File: config.mk
export PLATFORM = sky130hd
export DESIGN_NAME = reg_file_alu_pipe_flat
export DESIGN_NICKNAME = d
export VERILOG_FILES = /design/src/rtl/reg_alu_pkg.sv /design/src/rtl/reg_file_alu_pipe_if.sv /design/src/rtl/reg_alu_core.sv /design/src/rtl/reg_file_alu_pipe.sv /design/src/flat_wrapper.sv
export SDC_FILE = /design/constraint.sdc
export NUM_CORES = 1
export LEC_CHECK = 0
export CAP_MARGIN = 15
export CORE_ASPECT_RATIO = 0.75
export CORE_UTILIZATION = 25
export CTS_CLUSTER_SIZE = 12
export DETAILED_ROUTE_END_ITERATION = 6
export HOLD_SLACK_MARGIN = 0.08
export PLACE_DENSITY_LB_ADDON = 0.25
export SYNTH_ARGS = -nofsm -noshare
export SYNTH_HDL_FRONTEND = slang
export SYNTH_SLANG_ARGS = --single-unit
File: constraint.sdc
create_clock -name CLK -period 5 [get_ports CLK]
set_clock_uncertainty 0.15 [all_clocks]
set_input_delay 0.75 -clock CLK [delete_from_list [all_inputs] [get_ports CLK]]
set_output_delay 0.75 -clock CLK [all_outputs]
set_load 0.05 [all_outputs]
File: src/rtl/reg_alu_pkg.sv
// -----------------------------------------------------------------------------
// reg_alu_pkg
// Shared types for the register-file + ALU datapath: the 3-bit ALU opcode
// enumeration, the NZCV flag bundle and the default datapath dimensions.
// -----------------------------------------------------------------------------
package reg_alu_pkg;

  localparam int DEFAULT_DATA_W = 8;
  localparam int DEFAULT_ADDR_W = 4;

  typedef enum logic [2:0] {
    ALU_AND = 3'b000,
    ALU_OR  = 3'b001,
    ALU_ADD = 3'b010,
    ALU_SUB = 3'b011,
    ALU_XOR = 3'b100,
    ALU_SLT = 3'b101,
    ALU_SHL = 3'b110,
    ALU_SHR = 3'b111
  } alu_op_e;

  typedef struct packed {
    logic z;
    logic n;
    logic c;
    logic v;
  } alu_flags_t;

endpackage

File: src/rtl/reg_file_alu_pipe_if.sv
// -----------------------------------------------------------------------------
// reg_file_alu_pipe_if
// Instruction-in / result-out bus of reg_file_alu_pipe.
//   in_valid/in_ready       instruction handshake (master -> slave)
//   RA1, RA2, WA            source / destination register addresses
//   write_enable, ALUSrc    write-back enable, immediate select
//   ALUControl, immediate   opcode and immediate operand
//   out_valid/out_ready     result handshake (slave -> master)
//   ALUResult, Zero, Negative, Carry, Overflow   registered result and flags
//   cpu_out                 contents of the designated output register
// The slave modport is the datapath; the master modport is the decoder/consumer.
// -----------------------------------------------------------------------------
interface reg_file_alu_pipe_if
  import reg_alu_pkg::*;
#(
  parameter int DATA_W = DEFAULT_DATA_W,
  parameter int ADDR_W = DEFAULT_ADDR_W
) ();

  logic              in_valid;
  logic              in_ready;
  logic [ADDR_W-1:0] RA1;
  logic [ADDR_W-1:0] RA2;
  logic [ADDR_W-1:0] WA;
  logic              write_enable;
  logic              ALUSrc;
  alu_op_e           ALUControl;
  logic [DATA_W-1:0] immediate;
  logic              out_valid;
  logic              out_ready;
  logic [DATA_W-1:0] ALUResult;
  logic              Zero;
  logic              Negative;
  logic              Carry;
  logic              Overflow;
  logic [DATA_W-1:0] cpu_out;

  modport master (
    output in_valid, RA1, RA2, WA, write_enable, ALUSrc, ALUControl, immediate, out_ready,
    input  in_ready, out_valid, ALUResult, Zero, Negative, Carry, Overflow, cpu_out
  );

  modport slave (
    input  in_valid, RA1, RA2, WA, write_enable, ALUSrc, ALUControl, immediate, out_ready,
    output in_ready, out_valid, ALUResult, Zero, Negative, Carry, Overflow, cpu_out
  );

endinterface

File: src/rtl/reg_alu_core.sv
// -----------------------------------------------------------------------------
// reg_alu_core
// Purely combinational ALU: evaluates one of eight operations on two DATA_W-bit
// operands and produces the result with its NZCV flags.
//   i_a, i_b   operands (i_b already muxed between register and immediate)
//   i_op       operation select
//   o_result   DATA_W-bit wrapped result
//   o_flags    {z, n, c, v}; c/v meaningful for ADD, SUB and SLT only
// -----------------------------------------------------------------------------
module reg_alu_core
  import reg_alu_pkg::*;
#(
  parameter int DATA_W = DEFAULT_DATA_W
) (
  input  logic [DATA_W-1:0] i_a,
  input  logic [DATA_W-1:0] i_b,
  input  alu_op_e           i_op,
  output logic [DATA_W-1:0] o_result,
  output alu_flags_t        o_flags
);

  localparam int MSB  = DATA_W - 1;
  localparam int SH_W = $clog2(DATA_W);

  logic [DATA_W:0]   w_sum;
  logic [DATA_W:0]   w_diff;
  logic              w_add_v;
  logic              w_sub_v;
  logic              w_lt;
  logic [SH_W-1:0]   w_shamt;

  // One extra bit captures the add carry-out and the subtract borrow.
  assign w_sum  = {1'b0, i_a} + {1'b0, i_b};
  assign w_diff = {1'b0, i_a} - {1'b0, i_b};

  assign w_add_v = (i_a[MSB] == i_b[MSB]) && (w_sum[MSB]  != i_a[MSB]);
  assign w_sub_v = (i_a[MSB] != i_b[MSB]) && (w_diff[MSB] != i_a[MSB]);
  // Signed less-than: sign of the difference, corrected when it overflowed.
  assign w_lt    = w_diff[MSB] ^ w_sub_v;

  assign w_shamt = i_b[SH_W-1:0];

  // NOTE: every output of a combinational block gets a default before the case,
  // so no path leaves a variable unassigned and no latch is inferred.
  always_comb begin
    o_result  = '0;
    o_flags.c = 1'b0;
    o_flags.v = 1'b0;
    unique case (i_op)
      ALU_AND: o_result = i_a & i_b;
      ALU_OR:  o_result = i_a | i_b;
      ALU_XOR: o_result = i_a ^ i_b;
      ALU_ADD: begin
        o_result  = w_sum[MSB:0];
        o_flags.c = w_sum[DATA_W];
        o_flags.v = w_add_v;
      end
      ALU_SUB: begin
        o_result  = w_diff[MSB:0];
        o_flags.c = ~w_diff[DATA_W];
        o_flags.v = w_sub_v;
      end
      ALU_SLT: begin
        o_result  = {{(DATA_W-1){1'b0}}, w_lt};
        o_flags.c = ~w_diff[DATA_W];
        o_flags.v = w_sub_v;
      end
      ALU_SHL: o_result = i_a << w_shamt;
      ALU_SHR: o_result = i_a >> w_shamt;
      default: o_result = '0;
    endcase
    o_flags.z = (o_result == '0);
    o_flags.n = o_result[MSB];
  end

endmodule

File: src/rtl/reg_file_alu_pipe.sv
// -----------------------------------------------------------------------------
// reg_file_alu_pipe
// Register file + ALU with a single registered result stage.
//   CLK, nRST   clock (rising edge) and asynchronous active-low reset
//   io_bus      slave side of reg_file_alu_pipe_if (instruction in, result out)
// An instruction is accepted on in_valid && in_ready, its result is held in the
// output stage until out_valid && out_ready (retire), and on retire it is
// written back to WA when write_enable is set and WA is not R0. Operands that
// name the pending destination are forwarded from the output stage.
// -----------------------------------------------------------------------------
module reg_file_alu_pipe
  import reg_alu_pkg::*;
#(
  parameter int DATA_W  = DEFAULT_DATA_W,
  parameter int ADDR_W  = DEFAULT_ADDR_W,
  parameter int OUT_REG = (2**ADDR_W) - 1
) (
  input logic                CLK,
  input logic                nRST,
  reg_file_alu_pipe_if.slave io_bus
);

  localparam int                NUM_REGS = 2**ADDR_W;
  localparam logic [ADDR_W-1:0] OUT_IDX  = ADDR_W'(OUT_REG);

  logic [DATA_W-1:0] r_regs [NUM_REGS];

  logic              r_valid;
  logic [DATA_W-1:0] r_result;
  alu_flags_t        r_flags;
  logic [ADDR_W-1:0] r_wa;
  logic              r_wen;

  logic              w_accept;
  logic              w_retire;
  logic              w_fwd_live;
  logic [DATA_W-1:0] w_rd1;
  logic [DATA_W-1:0] w_rd2;
  logic [DATA_W-1:0] w_src_b;
  logic [DATA_W-1:0] w_alu_result;
  alu_flags_t        w_alu_flags;

  // The stage frees up in the same cycle its contents are taken.
  assign io_bus.in_ready = !r_valid || io_bus.out_ready;
  assign w_accept        = io_bus.in_valid && io_bus.in_ready;
  assign w_retire        = r_valid && io_bus.out_ready;

  // A pending result is forwarded whether or not it retires this edge, so the
  // array read never needs to see the write of the same cycle.
  assign w_fwd_live = r_valid && r_wen;

  always_comb begin
    w_rd1 = r_regs[io_bus.RA1];
    if (io_bus.RA1 == '0)                          w_rd1 = '0;
    else if (w_fwd_live && (r_wa == io_bus.RA1))   w_rd1 = r_result;
  end

  always_comb begin
    w_rd2 = r_regs[io_bus.RA2];
    if (io_bus.RA2 == '0)                          w_rd2 = '0;
    else if (w_fwd_live && (r_wa == io_bus.RA2))   w_rd2 = r_result;
  end

  assign w_src_b = io_bus.ALUSrc ? io_bus.immediate : w_rd2;

  reg_alu_core #(
    .DATA_W (DATA_W)
  ) u_core (
    .i_a      (w_rd1),
    .i_b      (w_src_b),
    .i_op     (io_bus.ALUControl),
    .o_result (w_alu_result),
    .o_flags  (w_alu_flags)
  );

  // NOTE: sequential state uses non-blocking assignments so every register
  // samples the pre-edge values, independent of statement order.
  always_ff @(posedge CLK or negedge nRST) begin
    if (!nRST) begin
      r_valid  <= 1'b0;
      r_result <= '0;
      r_flags  <= '0;
      r_wa     <= '0;
      r_wen    <= 1'b0;
    end else if (w_accept) begin
      r_valid  <= 1'b1;
      r_result <= w_alu_result;
      r_flags  <= w_alu_flags;
      r_wa     <= io_bus.WA;
      r_wen    <= io_bus.write_enable;
    end else if (w_retire) begin
      r_valid  <= 1'b0;
    end
  end

  // NOTE: the register array is architecturally visible state that must read
  // zero after reset, so it is reset along with the control flops.
  always_ff @(posedge CLK or negedge nRST) begin
    if (!nRST) begin
      r_regs <= '{default: '0};
    end else if (w_retire && r_wen && (r_wa != '0)) begin
      r_regs[r_wa] <= r_result;
    end
  end

  assign io_bus.out_valid = r_valid;
  assign io_bus.ALUResult = r_result;
  assign io_bus.Zero      = r_flags.z;
  assign io_bus.Negative  = r_flags.n;
  assign io_bus.Carry     = r_flags.c;
  assign io_bus.Overflow  = r_flags.v;
  assign io_bus.cpu_out   = r_regs[OUT_IDX];

endmodule
File: src/flat_wrapper.sv
// flat-port wrapper written by rule: the top's interface ports become plain ports
module reg_file_alu_pipe_flat import reg_alu_pkg::*;
#(
  parameter int DATA_W  = DEFAULT_DATA_W,
  parameter int ADDR_W  = DEFAULT_ADDR_W,
  parameter int OUT_REG = (2**ADDR_W) - 1
)
  (CLK, nRST, io_bus_in_valid, io_bus_RA1, io_bus_RA2, io_bus_WA, io_bus_write_enable, io_bus_ALUSrc, io_bus_ALUControl, io_bus_immediate, io_bus_out_ready, io_bus_in_ready, io_bus_out_valid, io_bus_ALUResult, io_bus_Zero, io_bus_Negative, io_bus_Carry, io_bus_Overflow, io_bus_cpu_out);
  reg_file_alu_pipe_if #(.DATA_W(DATA_W), .ADDR_W(ADDR_W)) io_bus_i ();
  input logic CLK;
  input logic nRST;
  input wire logic [$bits(io_bus_i.in_valid)-1:0] io_bus_in_valid;
  input wire logic [$bits(io_bus_i.RA1)-1:0] io_bus_RA1;
  input wire logic [$bits(io_bus_i.RA2)-1:0] io_bus_RA2;
  input wire logic [$bits(io_bus_i.WA)-1:0] io_bus_WA;
  input wire logic [$bits(io_bus_i.write_enable)-1:0] io_bus_write_enable;
  input wire logic [$bits(io_bus_i.ALUSrc)-1:0] io_bus_ALUSrc;
  input wire logic [$bits(io_bus_i.ALUControl)-1:0] io_bus_ALUControl;
  input wire logic [$bits(io_bus_i.immediate)-1:0] io_bus_immediate;
  input wire logic [$bits(io_bus_i.out_ready)-1:0] io_bus_out_ready;
  output wire logic [$bits(io_bus_i.in_ready)-1:0] io_bus_in_ready;
  output wire logic [$bits(io_bus_i.out_valid)-1:0] io_bus_out_valid;
  output wire logic [$bits(io_bus_i.ALUResult)-1:0] io_bus_ALUResult;
  output wire logic [$bits(io_bus_i.Zero)-1:0] io_bus_Zero;
  output wire logic [$bits(io_bus_i.Negative)-1:0] io_bus_Negative;
  output wire logic [$bits(io_bus_i.Carry)-1:0] io_bus_Carry;
  output wire logic [$bits(io_bus_i.Overflow)-1:0] io_bus_Overflow;
  output wire logic [$bits(io_bus_i.cpu_out)-1:0] io_bus_cpu_out;
  assign io_bus_i.in_valid = io_bus_in_valid;
  assign io_bus_i.RA1 = io_bus_RA1;
  assign io_bus_i.RA2 = io_bus_RA2;
  assign io_bus_i.WA = io_bus_WA;
  assign io_bus_i.write_enable = io_bus_write_enable;
  assign io_bus_i.ALUSrc = io_bus_ALUSrc;
  assign io_bus_i.ALUControl = io_bus_ALUControl;
  assign io_bus_i.immediate = io_bus_immediate;
  assign io_bus_i.out_ready = io_bus_out_ready;
  assign io_bus_in_ready = io_bus_i.in_ready;
  assign io_bus_out_valid = io_bus_i.out_valid;
  assign io_bus_ALUResult = io_bus_i.ALUResult;
  assign io_bus_Zero = io_bus_i.Zero;
  assign io_bus_Negative = io_bus_i.Negative;
  assign io_bus_Carry = io_bus_i.Carry;
  assign io_bus_Overflow = io_bus_i.Overflow;
  assign io_bus_cpu_out = io_bus_i.cpu_out;
  reg_file_alu_pipe #(.DATA_W(DATA_W), .ADDR_W(ADDR_W), .OUT_REG(OUT_REG)) u_core (.CLK(CLK), .nRST(nRST), .io_bus(io_bus_i));
endmodule
# Yosys cells after proc, flatten, opt, wreduce, memory -nomap -nowiden
# Cells that the tools add are included.
[totals]
output_inout_bits = 22
romBits = 0
mem_count = 0
wordCells = 90
ram_bits = 0
regBits = 146
latch_bits = 0
in_bits = 29
[op_classes]
div_mod_pow = 0
n_eq_ne = 13
add_sub_neg = 2
n_shift = 2
n_reduce_logical = 19
n_mux = 18
n_mul = 0
n_bitwise = 8
n_lt_le_gt_ge = 4
[op_table]
columns = ["operator", "count"]
rows = [
  ["128-bit bitwise mux", 1],
  ["8-bit 2-to-1 mux", 10],
  ["8-bit binary-select mux with 4-bit select", 2],
  ["8-bit one-hot mux with 8 select lines", 1],
  ["8-bit demux with 4-bit select", 1],
  ["5-bit >= comparator, second input constant", 3],
  ["4-bit NOT with 5-bit output", 3],
  ["3-bit == test, second input constant", 4],
  ["1-bit logical AND", 10],
  ["8-bit by 8-bit adder with 9-bit output", 1],
  ["8-bit by 8-bit subtractor with 9-bit output", 1],
  ["8-bit bitwise AND", 1],
  ["4-bit == test", 2],
  ["4-bit logical NOT", 2],
  ["8-bit logical NOT", 1],
  ["8-bit OR", 1],
  ["8-bit by 3-bit left shift with 8-bit output", 1],
  ["8-bit by 3-bit >> shifter with 8-bit output", 1],
  ["8-bit XOR", 1],
  ["3-bit by 2-bit == test with 1-bit output, second input constant", 2],
  ["5-bit by 1-bit < comparator with 1-bit output, second input constant", 1],
  ["2-bit one-hot mux with 2 select lines", 1],
  ["4-bit nonzero test", 1],
  ["3-bit by 1-bit == test with 1-bit output, second input constant", 1],
  ["10 further kinds", 13],
]

# Longest topological paths before layout
[depth]
ltp_word = 13
mapped_depth = 27
mapped_depth_nobuf = 23

# Modules after synthesis
# A second synthesis with hierarchy kept.
[hier_totals]
cells_unflattened = 831
area_unflattened_um2 = 9844.4
[modules_own_cells]
columns = ["module", "cells_per_inst", "seq_area_each_um2", "area_each_um2", "instances"]
rows = [
  ["reg_file_alu_pipe", 580, 3653.5, 8045.2, 1],
  ["reg_alu_core", 251, 0.0, 1799.2, 1],
]

# Worst setup path before layout
# Ideal clock, no wire load.
[synth_timing]
path_kind = "input-to-reg"
startpoint = "input port io_bus_RA2[0]"
endpoint = "register u_core.r_flags, in the netlist u_core.io_bus.Zero"
arrival_ps = 5201
stages = 24
slack_ps = -454
t_required_ps = 4746
cell_sequence = "buf_6 -> buf_12 -> clkbuf_1 -> mux4_2 -> mux4_2 -> mux2i_1 -> o21ai_0 -> ha_1 -> clkbuf_1 -> o21bai_1 -> a21oi_1 -> nor2_1 -> nor2_1 -> nor2_1 -> nor2_1 -> fa_1 -> o21ai_0 -> a21oi_1 -> a41oi_1 -> o21bai_1 -> o311ai_1 -> a211oi_1 -> nand4_1 -> o41ai_2"
[synth_via]
elab_chain_len = 13
[synth_lines]
columns = ["item", "line", "text"]
rows = [
  ["start: declaration", "flat_wrapper.sv:14", "input wire logic [$bits(io_bus_i.RA2)-1:0] io_bus_RA2;"],
  ["4-bit NOT with 5-bit output (not written as such)", "reg_file_alu_pipe.sv:59", "w_rd2 = r_regs[io_bus.RA2];"],
  ["8-bit binary-select mux with 4-bit select", "reg_file_alu_pipe.sv:59", ""],
  ["8-bit 2-to-1 mux (not written as such) (2 in series)", "reg_file_alu_pipe.sv:59", ""],
  ["8-bit 2-to-1 mux", "reg_file_alu_pipe.sv:61", "else if (w_fwd_live && (r_wa == io_bus.RA2)) w_rd2 = r_result;"],
  ["8-bit 2-to-1 mux (*)", "reg_file_alu_pipe.sv:60", "if (io_bus.RA2 == '0) w_rd2 = '0;"],
  ["8-bit 2-to-1 mux (*)", "reg_file_alu_pipe.sv:64", "assign w_src_b = io_bus.ALUSrc ? io_bus.immediate : w_rd2;"],
  ["8-bit by 8-bit subtractor with 9-bit output", "reg_alu_core.sv:34", "assign w_diff = {1'b0, i_a} - {1'b0, i_b};"],
  ["1-bit != test", "reg_alu_core.sv:37", "assign w_sub_v = (i_a[MSB] != i_b[MSB]) && (w_diff[MSB] != i_a[MSB]);"],
  ["1-bit logical AND", "reg_alu_core.sv:37", ""],
  ["1-bit XOR", "reg_alu_core.sv:39", "assign w_lt = w_diff[MSB] ^ w_sub_v;"],
  ["8-bit one-hot mux with 8 select lines (*)", "reg_alu_core.sv:49", "unique case (i_op)"],
  ["8-bit logical NOT (*)", "reg_alu_core.sv:72", "o_flags.z = (o_result == '0);"],
  ["end signal: assignment", "reg_file_alu_pipe.sv:88", "r_flags <= w_alu_flags;"],
  ["end: declaration", "reg_file_alu_pipe.sv:30", "alu_flags_t r_flags;"],
]
# Mark *: on every way between the ends. The rest lies on a longest branch, timed or not. The select of a mux whose other input is x is not followed.
# A chain may end at the register's enable or synchronous reset.

# Final worst setup path
# Same ends and word-level chain as after synthesis.

==> key figures <==
Cells and area
  – Number of nets in the layout: 1,028
  – Final non-filler cell total: 1,487
  – Antenna cells: 0
  – Proportion of layout cells with a drive suffix above 1: 0.443
  – Post-layout instance area: 12,500 um^2
  – Commonest cells after routing, fill and taps aside: sky130_fd_sc_hd__dfrtp_1, sky130_fd_sc_hd__buf_4, sky130_fd_sc_hd__mux2_2, sky130_fd_sc_hd__mux4_2, sky130_fd_sc_hd__nand2_1
  – Syn-to-layout area delta: 30.5%
  – Most common library cell in the layout ignoring fill and taps: sky130_fd_sc_hd__dfrtp_1
  – Share of the core filled with cells in the final layout: 0.335

Synth
  – Top area cells in the synthesized netlist: sky130_fd_sc_hd__dfrtp_1, sky130_fd_sc_hd__mux4_2, sky130_fd_sc_hd__mux2_2, sky130_fd_sc_hd__ha_1, sky130_fd_sc_hd__mux2i_1
  – Complex-gate fraction of the synthesized area: 0.100
  – Post-Synth Simple-Gate Area: 0.0808
  – Post-synthesis register bit count: 145
  – Primary FF master, synth: sky130_fd_sc_hd__dfrtp_1
  – Count of unique library cells instantiated by Yosys: 70
  – Dominant combinational cell family by area after synthesis: multiplexers
  – Yosys synthesis warning count: 0
  – Parity-gate share of the synthesized area counting xor and xnor cells: 0.0174
  – Number of enable-type register cells in the synthesized netlist: 0
  – Synth Area in Adders: 0.0389
  – Synthesized area per cell: 11.8 um^2
  – Nets in the synthesized netlist: 872
  – Seq/Total Area, Yosys: 0.378
  – Fraction of post-synthesis cell area in the top cell type by area: 0.378
  – Yosys top cell by area: sky130_fd_sc_hd__dfrtp_1
  – Post-Syn Instances: 815
  – Share of cell area taken by muxes after synthesis: 0.333
  – Post-synthesis cell area: 9590 um^2
  – Asr flop ratio synth: 1.00

Timing
  – Period utilisation layout: 0.967
  – Post-Route Setup TNS: 0 ns
  – Max-slew headroom at the worst pin: 0.252
  – Final Setup Violations: 0
  – Final number of hold-violating endpoints: 0
  – Maximum frequency from static timing analysis: 207 MHz
  – Time the final worst path needs with I/O delays and setup: 4.84 ns
  – Number of pins with negative max-slew slack in the final report: 0
  – Tightest Pin Transition: 1.12 ns
  – Worst hold slack: 0.174 ns

Worst setup path
  – Launching element type of the critical path: primary input
  – Data required time at the worst endpoint: 5.20 ns
  – Cell count of the worst reg-to-reg path: 23
  – Crit path from: io_bus_RA2[0]
  – Number of buffers and inverters on the critical path: 3
  – Setup Crit Path Kind: primary input to register
  – Largest driver fanout on the critical path: 6
  – Arrival time reported for the critical path endpoint: 5.03 ns
  – Worst flop-to-flop path startpoint: u_core.io_bus.cpu_out[1]
  – Endpoint of the worst-slack reg-to-reg timing path: u_core.io_bus.Zero
  – Timing endpoint of the critical path: u_core.io_bus.Zero
  – Worst R2R Setup Slack: 0.41 ns
  – CP cell instances: buf_8, buf_12, buf_4, mux4_2, mux4_2, mux2i_2, o21ai_2, ha_4, o21bai_4, a21oi_2, nor2_1, nor2_1, nor2_1, nor2_2, fa_2, o32ai_2, a31oi_1, o41ai_2, a221oi_2, nand4_1, o41ai_2
  – Cell with the most instances on the worst path: sky130_fd_sc_hd__nor2_1
  – Largest delay share family, worst path: compound AO/OA/AOI/OAI gates
  – Worst Setup End Kind: register
  – Crit. path cell count: 21
  – Largest stage delay on the critical path: 0.59 ns
  – Cell with the largest stage delay on the worst path: sky130_fd_sc_hd__fa_2

Floorplan
  – DIE WIDTH: 228 um
  – Number of cell rows: 61
  – Die height: 172 um
  – Starting density of the core: 0.256
  – Total I/O pin count: 51
  – Area of the placeable core: 37,400 um^2
  – Die area: 39,200 um^2

GRT
  – Number of antenna violations at the first check in global routing: 0
  – Wire length of the first global-routing pass: 49,300 um
  – Via count of the first global-routing pass: 7,424
  – Remaining global-route overflow: 0
  – Total GRT Usage: 0.171
  – Maximum number of pins on one net before global-route repair: 72

Route
  – DR WL/cell: 22.2 um
  – Drt pass-1 iters: 5
  – Via count normalized by instance count: 5.10
  – DRT antenna net count: 0
  – Via count: 7,588
  – Routed WL: 33,000 um
  – Drt drc: 0
  – Iteration-0 DRC count of the detailed router: 861

Status
  – Run status: finished, final reports clean

Placement
  – Area post-placement: 11,500 um^2
  – Port Buffer Count: 50
  – Final weighted congestion of routability-driven global placement: 0.964
  – Count of placed standard cells including taps: 1,442
  – Detailed-placement wirelength estimate: 24,100 um

Clocking
  – Total CTS buffers: 17
  – Number of buffers added to fix hold violations after cts: 0
  – Latest clock arrival within the worst-skew pair: 0.44 ns
  – Root buffer cell: sky130_fd_sc_hd__clkbuf_16
  – Number of sinks handled by clock tree synthesis: 145
  – Clk slew on worst S/H paths: 0.07 ns
  – Clock tree from TritonCTS: yes
  – Htree depth: 4
  – Clk buf depth: 2

Pwr
  – Maximum vdd ir drop: 0.217 mV
  – Power density over the cells: 441 nW/um^2
  – Static leakage: 0.00553 uW

Worst hold path
  – Worst hold path class: primary input to async pin

Run
  – Number of violations of the max-capacitance limit: 0
==> final cells by class <==
class | count | area [um^2]
Clock inverter | 8 | 125
Tap cell | 504 | 631
Fill cell | 3767 | 24900
Sequential cell | 145 | 3630
Clock buffer | 23 | 498
Multi-Input combinational cell | 577 | 5700
Inverter | 26 | 100
Timing Repair Buffer | 204 | 1830
==> worst min path at each step <==
| stage | depth (start not counted) | start | endpoint |
|---|---|---|---|
| 3_5_place_dp | 0 | u_core.r_regs[125] | u_core.r_regs[125] |
| 4_1_cts | 1 | nRST | u_core.r_regs[42] |
| 5_1_grt | 1 | nRST | u_core.r_regs[10] |
| 2_1_floorplan | 1 | u_core.r_regs[120] | u_core.r_regs[120] |
| 6_report | 1 | nRST | u_core.r_regs[18] |
| 3_3_place_gp | 0 | u_core.r_regs[124] | u_core.r_regs[124] |
==> synthesized netlist by cell type (4+ instances only) <==
| cell | instances |
|---|---|
| sky130_fd_sc_hd__o21ai_0 | 39 |
| sky130_fd_sc_hd__dfrtp_1 | 145 |
| sky130_fd_sc_hd__o21a_1 | 4 |
| sky130_fd_sc_hd__inv_1 | 20 |
| sky130_fd_sc_hd__buf_4 | 15 |
| sky130_fd_sc_hd__nand3_1 | 22 |
| sky130_fd_sc_hd__a21oi_1 | 24 |
| sky130_fd_sc_hd__nand2b_1 | 5 |
| sky130_fd_sc_hd__a31oi_1 | 6 |
| sky130_fd_sc_hd__xnor2_1 | 16 |
| sky130_fd_sc_hd__ha_1 | 25 |
| sky130_fd_sc_hd__nor2_1 | 50 |
| sky130_fd_sc_hd__mux2_2 | 124 |
| sky130_fd_sc_hd__buf_6 | 7 |
| sky130_fd_sc_hd__nor3_1 | 14 |
| sky130_fd_sc_hd__mux4_2 | 67 |
| sky130_fd_sc_hd__mux2i_1 | 29 |
| sky130_fd_sc_hd__nor2b_1 | 6 |
| sky130_fd_sc_hd__nand2_1 | 59 |
| sky130_fd_sc_hd__o22ai_1 | 5 |
| sky130_fd_sc_hd__o21bai_1 | 7 |
| sky130_fd_sc_hd__buf_2 | 9 |
| sky130_fd_sc_hd__inv_2 | 5 |
| sky130_fd_sc_hd__a211oi_1 | 4 |
| sky130_fd_sc_hd__clkbuf_1 | 34 |
| sky130_fd_sc_hd__a22oi_1 | 5 |
==> stage by stage <==
stage | worst slack (ns) | total power (uW)
floorplan | 0.00228 | 3140
global placement | -0.567 | 3980
detailed placement | -0.598 | 3990
CTS | 0.00267 | 5430
global route | -0.0101 | 5820
finish | 0.163 | 5510
==> repair_timing <==
item	4_1_cts	5_1_grt
gates cloned	0	1
resized for setup	21	43
pin swaps	9	23
endpoints found under the setup margin	2	3
endpoints found under the hold margin	0	0
buffers inserted	4	9
==> power breakdown <==
group,internal [uW],switching [uW],total [uW]
combinational,1200,1160,2360
clock,849,526,1380
sequential,1490,284,1780
==> sequential cells by signal, summed over array words and instances, names as in the netlist, 4 cells and up <==
name and flops:
u_core.r_wa 4, u_core.io_bus.cpu_out 8, u_core.io_bus.ALUResult 7, u_core.r_regs 120
==> cells by family (layout without fill, tap and decap cells) <==
family | after synthesis | count (layout)
XOR/XNOR | 19 | 19
multiplexers | 220 | 220
adder cells (fa/ha/maj) | 28 | 28
flip-flops | 145 | 145
AO/OA/AOI/OAI | 138 | 138
AND/OR/NAND/NOR | 172 | 172
buffers and inverters | 93 | 261
==> per-layer routing <==
metal  GRT usage  vias up  wire [um]
met5           0        -          0
met4      0.0499        0        621
met3      0.0395       33       2370
met2       0.246      300      13800
met1       0.253     3899      16300
li1            -     3356          -
No activity file was read; power rests on OpenSTA's default activity.
